`config.mk`:
```
export PLATFORM = sky130hd
export DESIGN_NAME = lsu_ctrl_flat
export DESIGN_NICKNAME = d
export VERILOG_FILES = /design/src/rtl/lsu_pkg.sv /design/src/rtl/lsu_if.sv /design/src/rtl/lsu_lane.sv /design/src/rtl/lsu_ctrl.sv /design/src/flat_wrapper.sv
export SDC_FILE = /design/constraint.sdc
export NUM_CORES = 1
export LEC_CHECK = 0
export BUFFER_PORTS_ARGS = -buffer_cell sky130_fd_sc_hd__buf_2
export CORE_UTILIZATION = 49
export DETAILED_ROUTE_END_ITERATION = 12
export PLACE_DENSITY = 0.81
export SLEW_MARGIN = 20
export SYNTH_ARGS = -nofsm -noshare
export SYNTH_HDL_FRONTEND = slang
export SYNTH_SLANG_ARGS = --single-unit
```
`constraint.sdc`:
```
create_clock -name clk -period 2.6 [get_ports clk]
set_clock_uncertainty 0.1 [all_clocks]
set_input_delay 0.52 -clock clk [delete_from_list [all_inputs] [get_ports clk]]
set_output_delay 0.52 -clock clk [all_outputs]
set_load 0.01 [all_outputs]
```
`src/rtl/lsu_pkg.sv`:
```
// Shared types and constants for the load/store unit controller and its lane logic.
package lsu_pkg;

  typedef enum logic [1:0] {
    ST_IDLE,
    ST_ISSUE,
    ST_WAIT,
    ST_RESP
  } state_e;

  typedef enum logic [1:0] {
    SZ_BYTE = 2'b00,
    SZ_HALF = 2'b01,
    SZ_WORD = 2'b10,
    SZ_RSVD = 2'b11
  } size_e;

  // Wide enough for the largest supported TIMEOUT (65535).
  localparam int unsigned TMO_W = 16;

  function automatic logic misaligned(input logic [1:0] size, input logic [1:0] lo);
    return ((size == SZ_HALF) && lo[0]) || ((size == SZ_WORD) && (lo != 2'b00));
  endfunction

  // Byte lane of the access; address bits below the access size are ignored.
  function automatic logic [1:0] lane_off(input logic [1:0] size, input logic [1:0] lo);
    logic [1:0] off;
    case (size)
      SZ_BYTE: off = lo;
      SZ_HALF: off = {lo[1], 1'b0};
      default: off = 2'b00;
    endcase
    return off;
  endfunction

endpackage

```
`src/rtl/lsu_if.sv`:
```
// Request/response and memory-bus signals of the LSU; slave is the controller side.
interface lsu_if;
  logic        req_valid;
  logic        req_ready;
  logic        req_we;
  logic [1:0]  req_size;
  logic [31:0] req_addr;
  logic [31:0] req_wdata;

  logic        mem_valid;
  logic        mem_ready;
  logic        mem_we;
  logic [31:0] mem_addr;
  logic [31:0] mem_wdata;
  logic [3:0]  mem_be;
  logic        mem_rvalid;
  logic [31:0] mem_rdata;

  logic        rsp_valid;
  logic        rsp_err;
  logic [31:0] LW;
  logic [7:0]  LB;
  logic [7:0]  LBU;
  logic [15:0] LH;
  logic [15:0] LHU;

  modport master (
    output req_valid, req_we, req_size, req_addr, req_wdata,
    output mem_ready, mem_rvalid, mem_rdata,
    input  req_ready, mem_valid, mem_we, mem_addr, mem_wdata, mem_be,
    input  rsp_valid, rsp_err, LW, LB, LBU, LH, LHU
  );

  modport slave (
    input  req_valid, req_we, req_size, req_addr, req_wdata,
    input  mem_ready, mem_rvalid, mem_rdata,
    output req_ready, mem_valid, mem_we, mem_addr, mem_wdata, mem_be,
    output rsp_valid, rsp_err, LW, LB, LBU, LH, LHU
  );
endinterface

```
`src/rtl/lsu_lane.sv`:
```
// Combinational lane logic: byte enables, store-data replication, load-lane extraction.
module lsu_lane
  import lsu_pkg::*;
(
  input  logic [1:0]  size,
  input  logic [1:0]  addr_lo,
  input  logic [31:0] wdata,
  input  logic [31:0] rdata,
  output logic [3:0]  be,
  output logic [31:0] wdata_rep,
  output logic [31:0] lw,
  output logic [7:0]  lb,
  output logic [15:0] lh
);

  logic [1:0] off;

  always_comb begin
    off       = lane_off(size, addr_lo);
    be        = 4'b1111;
    wdata_rep = wdata;
    lw        = rdata;
    case (size)
      SZ_BYTE: begin
        be        = 4'b0001 << off;
        wdata_rep = {4{wdata[7:0]}};
      end
      SZ_HALF: begin
        be        = 4'b0011 << off;
        wdata_rep = {2{wdata[15:0]}};
      end
      default: ;
    endcase
    case (off)
      2'd0:    lb = rdata[7:0];
      2'd1:    lb = rdata[15:8];
      2'd2:    lb = rdata[23:16];
      default: lb = rdata[31:24];
    endcase
    lh = off[1] ? rdata[31:16] : rdata[15:0];
  end

endmodule

```
`src/rtl/lsu_ctrl.sv`:
```
// LSU controller: request FSM, memory handshake, response timeout and load-lane registers.
// Define LSU_MISALIGN_TRAP_EN to reject misaligned half/word accesses with rsp_err.
module lsu_ctrl
  import lsu_pkg::*;
#(
  parameter int unsigned TIMEOUT = 255
) (
  input logic clk,
  input logic rst,
  lsu_if.slave bus
);

  state_e            state_q, state_d;
  logic              we_q;
  logic [1:0]        size_q;
  logic [31:0]       addr_q;
  logic [31:0]       wdata_q;
  logic              err_q;
  logic [TMO_W-1:0]  cnt_q;
  logic [31:0]       lw_q;
  logic [7:0]        lb_q;
  logic [15:0]       lh_q;

  logic              trap;
  logic              timeout_hit;
  logic [3:0]        lane_be;
  logic [31:0]       lane_wdata;
  logic [31:0]       lane_lw;
  logic [7:0]        lane_lb;
  logic [15:0]       lane_lh;

  lsu_lane u_lane (
    .size      (size_q),
    .addr_lo   (addr_q[1:0]),
    .wdata     (wdata_q),
    .rdata     (bus.mem_rdata),
    .be        (lane_be),
    .wdata_rep (lane_wdata),
    .lw        (lane_lw),
    .lb        (lane_lb),
    .lh        (lane_lh)
  );

`ifdef LSU_MISALIGN_TRAP_EN
  assign trap = misaligned(bus.req_size, bus.req_addr[1:0]);
`else
  assign trap = 1'b0;
`endif

  // cnt_q counts completed WAIT cycles, so this is the last allowed one.
  assign timeout_hit = (cnt_q == TMO_W'(TIMEOUT - 1));

  always_comb begin
    state_d       = state_q;
    bus.req_ready = 1'b0;
    bus.mem_valid = 1'b0;
    bus.mem_we    = 1'b0;
    bus.mem_addr  = '0;
    bus.mem_wdata = '0;
    bus.mem_be    = '0;
    bus.rsp_valid = 1'b0;
    bus.rsp_err   = 1'b0;
    case (state_q)
      ST_IDLE: begin
        bus.req_ready = 1'b1;
        if (bus.req_valid) state_d = trap ? ST_RESP : ST_ISSUE;
      end
      ST_ISSUE: begin
        bus.mem_valid = 1'b1;
        bus.mem_we    = we_q;
        bus.mem_addr  = {addr_q[31:2], 2'b00};
        bus.mem_wdata = lane_wdata;
        bus.mem_be    = lane_be;
        if (bus.mem_ready) state_d = we_q ? ST_RESP : ST_WAIT;
      end
      ST_WAIT: begin
        if (bus.mem_rvalid || timeout_hit) state_d = ST_RESP;
      end
      ST_RESP: begin
        bus.rsp_valid = 1'b1;
        bus.rsp_err   = err_q;
        state_d       = ST_IDLE;
      end
      default: state_d = ST_IDLE;
    endcase
  end

  always_ff @(posedge clk) begin
    if (rst) begin
      state_q <= ST_IDLE;
      we_q    <= 1'b0;
      size_q  <= '0;
      addr_q  <= '0;
      wdata_q <= '0;
      err_q   <= 1'b0;
      cnt_q   <= '0;
      lw_q    <= '0;
      lb_q    <= '0;
      lh_q    <= '0;
    end else begin
      state_q <= state_d;
      case (state_q)
        ST_IDLE: begin
          if (bus.req_valid) begin
            we_q    <= bus.req_we;
            size_q  <= bus.req_size;
            addr_q  <= bus.req_addr;
            wdata_q <= bus.req_wdata;
            err_q   <= trap;
            cnt_q   <= '0;
          end
        end
        ST_WAIT: begin
          cnt_q <= cnt_q + TMO_W'(1);
          if (bus.mem_rvalid) begin
            lw_q <= lane_lw;
            lb_q <= lane_lb;
            lh_q <= lane_lh;
          end else if (timeout_hit) begin
            err_q <= 1'b1;
          end
        end
        default: ;
      endcase
    end
  end

  assign bus.LW  = lw_q;
  assign bus.LB  = lb_q;
  assign bus.LBU = lb_q;
  assign bus.LH  = lh_q;
  assign bus.LHU = lh_q;

endmodule

```
`src/flat_wrapper.sv`:
```
// flat-port wrapper written by rule: the top's interface ports become plain ports
module lsu_ctrl_flat import lsu_pkg::*;
#(
  parameter int unsigned TIMEOUT = 255
)
  (clk, rst, bus_req_valid, bus_req_we, bus_req_size, bus_req_addr, bus_req_wdata, bus_mem_ready, bus_mem_rvalid, bus_mem_rdata, bus_req_ready, bus_mem_valid, bus_mem_we, bus_mem_addr, bus_mem_wdata, bus_mem_be, bus_rsp_valid, bus_rsp_err, bus_LW, bus_LB, bus_LBU, bus_LH, bus_LHU);
  lsu_if bus_i ();
  input logic clk;
  input logic rst;
  input wire logic [$bits(bus_i.req_valid)-1:0] bus_req_valid;
  input wire logic [$bits(bus_i.req_we)-1:0] bus_req_we;
  input wire logic [$bits(bus_i.req_size)-1:0] bus_req_size;
  input wire logic [$bits(bus_i.req_addr)-1:0] bus_req_addr;
  input wire logic [$bits(bus_i.req_wdata)-1:0] bus_req_wdata;
  input wire logic [$bits(bus_i.mem_ready)-1:0] bus_mem_ready;
  input wire logic [$bits(bus_i.mem_rvalid)-1:0] bus_mem_rvalid;
  input wire logic [$bits(bus_i.mem_rdata)-1:0] bus_mem_rdata;
  output wire logic [$bits(bus_i.req_ready)-1:0] bus_req_ready;
  output wire logic [$bits(bus_i.mem_valid)-1:0] bus_mem_valid;
  output wire logic [$bits(bus_i.mem_we)-1:0] bus_mem_we;
  output wire logic [$bits(bus_i.mem_addr)-1:0] bus_mem_addr;
  output wire logic [$bits(bus_i.mem_wdata)-1:0] bus_mem_wdata;
  output wire logic [$bits(bus_i.mem_be)-1:0] bus_mem_be;
  output wire logic [$bits(bus_i.rsp_valid)-1:0] bus_rsp_valid;
  output wire logic [$bits(bus_i.rsp_err)-1:0] bus_rsp_err;
  output wire logic [$bits(bus_i.LW)-1:0] bus_LW;
  output wire logic [$bits(bus_i.LB)-1:0] bus_LB;
  output wire logic [$bits(bus_i.LBU)-1:0] bus_LBU;
  output wire logic [$bits(bus_i.LH)-1:0] bus_LH;
  output wire logic [$bits(bus_i.LHU)-1:0] bus_LHU;
  assign bus_i.req_valid = bus_req_valid;
  assign bus_i.req_we = bus_req_we;
  assign bus_i.req_size = bus_req_size;
  assign bus_i.req_addr = bus_req_addr;
  assign bus_i.req_wdata = bus_req_wdata;
  assign bus_i.mem_ready = bus_mem_ready;
  assign bus_i.mem_rvalid = bus_mem_rvalid;
  assign bus_i.mem_rdata = bus_mem_rdata;
  assign bus_req_ready = bus_i.req_ready;
  assign bus_mem_valid = bus_i.mem_valid;
  assign bus_mem_we = bus_i.mem_we;
  assign bus_mem_addr = bus_i.mem_addr;
  assign bus_mem_wdata = bus_i.mem_wdata;
  assign bus_mem_be = bus_i.mem_be;
  assign bus_rsp_valid = bus_i.rsp_valid;
  assign bus_rsp_err = bus_i.rsp_err;
  assign bus_LW = bus_i.LW;
  assign bus_LB = bus_i.LB;
  assign bus_LBU = bus_i.LBU;
  assign bus_LH = bus_i.LH;
  assign bus_LHU = bus_i.LHU;
  lsu_ctrl #(.TIMEOUT(TIMEOUT)) u_core (.clk(clk), .rst(rst), .bus(bus_i));
endmodule
```
==> impl_metrics.yaml, run 1 <==
clocking:
  hold_buffers: 0
  post-cts-setup-buffers: 0
  clockBufferDepth: 2
  h-tree-depth: 4
  cts_buffers: 17
  root_buffer: "clkbuf_16"
  clk_latency_ns: 0.42
  clk_pin_slew_ns: 0.06
  cts_num_sinks: 142
  cts_tree: "yes"
floorplanning:
  die_w_um: 117
  rows: 41
  core-area_mm2: 0.0128
  die_area_mm2: 0.0137
  initial_utilization: 0.509
  top_level_ports: 257
  die_y_um: 117
global_routing:
  grt_max_degree: 69
  grt.overflow.total: 0
  grt_usage: 0.272
  grt_first_pass_wirelength_um: 28600
  grt_pass1_vias: 5852
  antenna_found_initial: 0
flow_run:
  drv_cap: 0
timing:
  relSlewSlack: 0.545
  grt_setup_unrepaired: "yes"
  hold_viol_final: 0
  setup_viol: 0
  clock.fmax_mhz: 400
  tightest_slew_ns: 0.682
  slew_violations: 0
  period_needed_ns: 2.50
  setup_slack_ns: 0.0984
  period_share: 0.962
  holdWs_ns: 0.235
status:
  status: "completed"
placement:
  dp_slack_ns: 0.473
  hpwl_um: 13200
  dp.cells: 1206
  place_congestion: 0.923
  port_buffers: 254
power_and_ir_drop:
  p_leak_nw: 3.74
  power_density_mw_per_mm2: 890
  peakVddDrop_mv: 0.734
cells_and_area:
  fin_cells: 1237
  final_nets: 1163
  layout-drive-gt1-share: 0.291
  syn_to_final_growth_pct: 28.4
  utilization: 0.653
  antennaDiodeCount: 0
worst_setup_path:
  critPathKind: "reg -> out"
  crit_path_end_kind: "output pin"
  start_kind: "flop"
  worstPathArrival_ns: 1.88
  critPathRequiredTime_ns: 1.98
  path_max_fanout: 43
detailed_routing:
  ant_nets: 0
  vias: 6442
  avgViaCountPerCell: 5.21
  drc_errors: 0
  wirelength_um: 18700
  first_iter_violations: 562
  first_pass_iters: 5
  wire_per_inst_um: 15.1
synthesis:
  synthFlopType: "dfxtp_1"
  synthArstFlopShare: 0
  synth_most_common_cell: "nand2_1"
  synth-seq-cells: 142
  netlist_top_cells_area: "dfxtp_1 (44%), nand2_1 (14%), a21oi_1 (10%)"
  synth_cells: 847
  synthTopCellsByCount: "nand2_1 (239), dfxtp_1 (142), a21oi_1 (132), nor2_1 (64)"
  synth_top_area_frac: 0.437
  synth_top_area_cell: "dfxtp_1"
  yosysSeqAreaShare: 0.437
  syn_area_mm2: 0.00650
  synth_cell_type_count: 46
  synth-edff-count: 0
  avgSynthCellArea_um2: 7.67
  yosysWarnings: 0
worst_hold_path:
  hold_class: "in -> reg"
state kept, by name, summed over array words and instances (netlist names):
register and count:
u_core.bus.LH 16, u_core.we_q 1, u_core.bus.LW 32, u_core.state_q 2, u_core.cnt_q 16, u_core.bus.LB 8, u_core.addr_q 32, u_core.err_q 1
u_core.wdata_q 32, u_core.size_q 2
final cells by class:
cell class                 count  area (um2)
clock inverter                 5         104
inverter                      10        37.5
multi-input combinational    614        3230
timing repair buffer         268        1420
tap                          172         215
fill                        1091        4430
clock buffer                  26         499
sequential                   142        2840
layout by cell type, fill, tap and decap left out, types with 2 or more instances in the layout:
master	n
inv_2	2
and3_1	4
xor2_1	3
buf_12	3
clkbuf_8	4
conb_1	2
o211ai_1	9
dfxtp_1	142
nand4_1	3
clkbuf_16	17
mux2_1	8
and2_1	40
a211oi_1	8
bufinv_16	3
mux2i_1	35
xnor2_1	4
or4_1	2
nand2b_1	3
buf_4	12
nor3_1	12
or3_1	3
nor2b_1	3
ha_1	6
inv_1	8
nand3_1	6
clkbuf_1	5
buf_2	253
nand2_1	238
o21ai_0	7
o31ai_1	2
a21oi_1	132
nor2_1	62
per-layer routing:
metal | GRT usage | vias to the layer above | share of wire
met2 | 0.443 | 256 | 0.48
met1 | 0.345 | 2981 | 0.43
met4 | 0.0903 | 0 | 0.018
met3 | 0.0778 | 26 | 0.072
li1 | - | 3179 | -
met5 | 0 | - | 0
stage by stage:
stage,area [um2],TNS [ns],total power [mW]
floorplan,6500,0,4.22
global placement,7740,0,4.92
detailed placement,7740,0,4.96
CTS,8340,0,7.44
global route,8350,-0.0133,7.84
finish,8350,0,7.43
cells by family after synthesis:
logic type,after synthesis,synth area share
multiplexers,44,0.0695
flip-flops,142,0.437
adder cells (fa/ha/maj),6,0.0116
other,1,0.000577
buffers and inverters,92,0.0691
AO/OA/AOI/OAI,167,0.145
AND/OR/NAND/NOR,388,0.258
XOR/XNOR,7,0.00943
worst max-delay path, cell delays in order (launching register included):
cell and delay [ns]:
dfxtp_1 0.35, inv_1 0.09, ha_1 0.18, buf_4 0.34
o21ai_0 0.19, nor2_1 0.15, buf_2 0.16
worst paths after layout:
| kind | startpoint | endpoint | slack [ns] | cells after the start |
|---|---|---|---|---|
| max reg2reg | u_core.state_q[1]$_SDFFE_PP0P_ | u_core.cnt_q[15]$_SDFFE_PP0P_ | 0.45 | 6 |
| max | u_core.state_q[1]$_SDFFE_PP0P_ | bus_mem_be[2] | 0.1 | 6 |
| min reg2reg | u_core.addr_q[12]$_SDFFE_PP0P_ | u_core.addr_q[12]$_SDFFE_PP0P_ | 0.35 | 2 |
| min | bus_req_addr[17] | u_core.addr_q[17]$_SDFFE_PP0P_ | 0.24 | 3 |
repair_timing:
item / CTS / global route
gates resized for setup: 0 / 1
setup endpoints to repair: 0 / 9
endpoints found under the hold margin: 0 / 0
power breakdown:
part	internal [mW]	switching, mW
sequential	2.50	0.221
combinational	0.811	1.40
clock	1.61	0.891
total	4.92	2.51
No activity file was read; power rests on OpenSTA's default activity.
==> inputs of run 2 (changes only) <==
Settings changed: CORE_ASPECT_RATIO from default to 0.9.
==> impl_metrics.yaml, run 2 (synthesis results as in run 1) <==
floorplanning:
  die_y_um: 111
  top_level_ports: 257
  die_area_mm2: 0.0137
  die_w_um: 123
  core-area_mm2: 0.0128
  initial_utilization: 0.506
  rows: 39
cells_and_area:
  layout-drive-gt1-share: 0.294
  multi_input_area_mm2: 0.00323
  fin_cells: 1230
  final_nets: 1162
  regArea_mm2: 0.00284
  postLayoutCellArea_mm2: 0.00837
  syn_to_final_growth_pct: 28.8
  final_common_cell: "buf_2"
  fillers: 1118
  final_cell_mix: "buf_2 (253), nand2_1 (238), dfxtp_1 (141)"
worst_setup_path:
  critPathMaxStageDelay_ns: 0.36
  critPathRequiredTime_ns: 1.98
  slowest_stage: "dfxtp_1"
  cp_cell_sequence: "inv_1 > ha_1 > buf_6 > o21ai_0 > nor2_1 > buf_2"
  start_kind: "flop"
  crit_family: "buffers and inverters"
  path_max_fanout: 43
  critPathKind: "reg -> out"
  crit_path_end_kind: "output pin"
  worstPathBufferInverterCount: 3
  rrSetupSlack_ns: 0.43
  worstPathArrival_ns: 1.88
flow_run:
  drv_cap: 0
power_and_ir_drop:
  comb_power_share: 0.295
  power_frac_seq: 0.364
  power.internal_mw: 4.97
  peakVddDrop_mv: 0.622
  clockPowerShare: 0.341
  power_density_mw_per_mm2: 898
  switching_share: 0.339
  p_leak_nw: 3.74
  p_sw_mw: 2.54
global_routing:
  antenna_found_initial: 1
  grt_first_pass_wirelength_um: 29200
  grt_usage: 0.276
  grt.overflow.total: 0
  grt_pass1_vias: 5848
  grt_max_degree: 70
timing:
  slew_violations: 0
  setup_viol: 0
  clock.fmax_mhz: 401
  setup_tns_ns: 0
  grt_setup_unrepaired: "no"
  period_share: 0.960
  hold_viol_final: 0
  period_needed_ns: 2.50
detailed_routing:
  first_iter_violations: 606
  wire_per_inst_um: 15.3
  ant_nets: 0
  vias: 6446
  drc_errors: 0
  wirelength_um: 18800
  first_pass_iters: 5
  avgViaCountPerCell: 5.24
clocking:
  cts_tree: "yes"
  root_buffer: "clkbuf_16"
  clk_pin_slew_ns: 0.06
  clk_latency_ns: 0.42
  hold_buffers: 0
  clockBufferDepth: 2
  cts_buffers: 17
  cts_num_sinks: 142
  h-tree-depth: 4
placement:
  hpwl_um: 13000
  port_buffers: 254
  place_congestion: 0.901
  dpl_cell_area_mm2: 0.00774
  dp.cells: 1197
status:
  status: "completed"
worst_hold_path:
  hold_class: "in -> reg"
run 2: metal layers:
layer,up-vias,GRT usage,part of all wire
li1,3184,-,-
met1,2949,0.368,0.45
met2,275,0.413,0.45
met3,38,0.0741,0.075
met4,0,0.129,0.027
met5,-,0,0
run 2: worst min-delay path, cell delays in order:
cell,delay [ns]
buf_2,0.10
nand2_1,0.04
a21oi_1,0.05
run 2: layout make-up:
cell class                 instances  share of cell area
antenna                            1            0.000299
clock buffer                      22              0.0554
clock inverter                    10              0.0193
inverter                          10             0.00448
multi-input combinational        614               0.386
sequential                       142               0.340
tap                              164              0.0245
timing repair buffer             267               0.170
run 2: power by group through the flow:
stage / logic [mW] / registers [mW] / clock network, mW
floorplan: 1.47 / 2.75 / 0
global placement: 2.17 / 2.76 / 0
detailed placement: 2.20 / 2.77 / 0
CTS: 2.22 / 2.73 / 2.60
global route: 2.47 / 2.77 / 2.70
finish: 2.22 / 2.74 / 2.56
run 2: path summary, 6_finish.rpt:
kind	depth (start not counted)	start	to
hold reg to reg	2	u_core.addr_q[5]$_SDFFE_PP0P_	u_core.addr_q[5]$_SDFFE_PP0P_
setup / recovery	6	u_core.state_q[1]$_SDFFE_PP0P_	bus_mem_be[2]
setup reg to reg	6	u_core.state_q[1]$_SDFFE_PP0P_	u_core.cnt_q[15]$_SDFFE_PP0P_
hold / removal	3	bus_req_wdata[8]	u_core.wdata_q[8]$_SDFFE_PP0P_
run 2: through the flow:
step	hold WS, ns	total power, mW	util	setup slack, ns
6_report	0.232	7.52	0.652	0.103
5_1_grt	0.224	7.94	0.652	0.0178
4_1_cts	0.217	7.55	0.652	0.0629
3_5_place_dp	0.342	4.98	0.603	0.477
3_3_place_gp	0.338	4.92	0.603	0.575
2_1_floorplan	0.328	4.22	-	0.600
run 2: timing repair:
| item | in CTS | in global routing |
|---|---|---|
| resized for setup | 0 | 3 |
| setup endpoints to repair | 0 | 9 |
| buffers inserted | 0 | 0 |
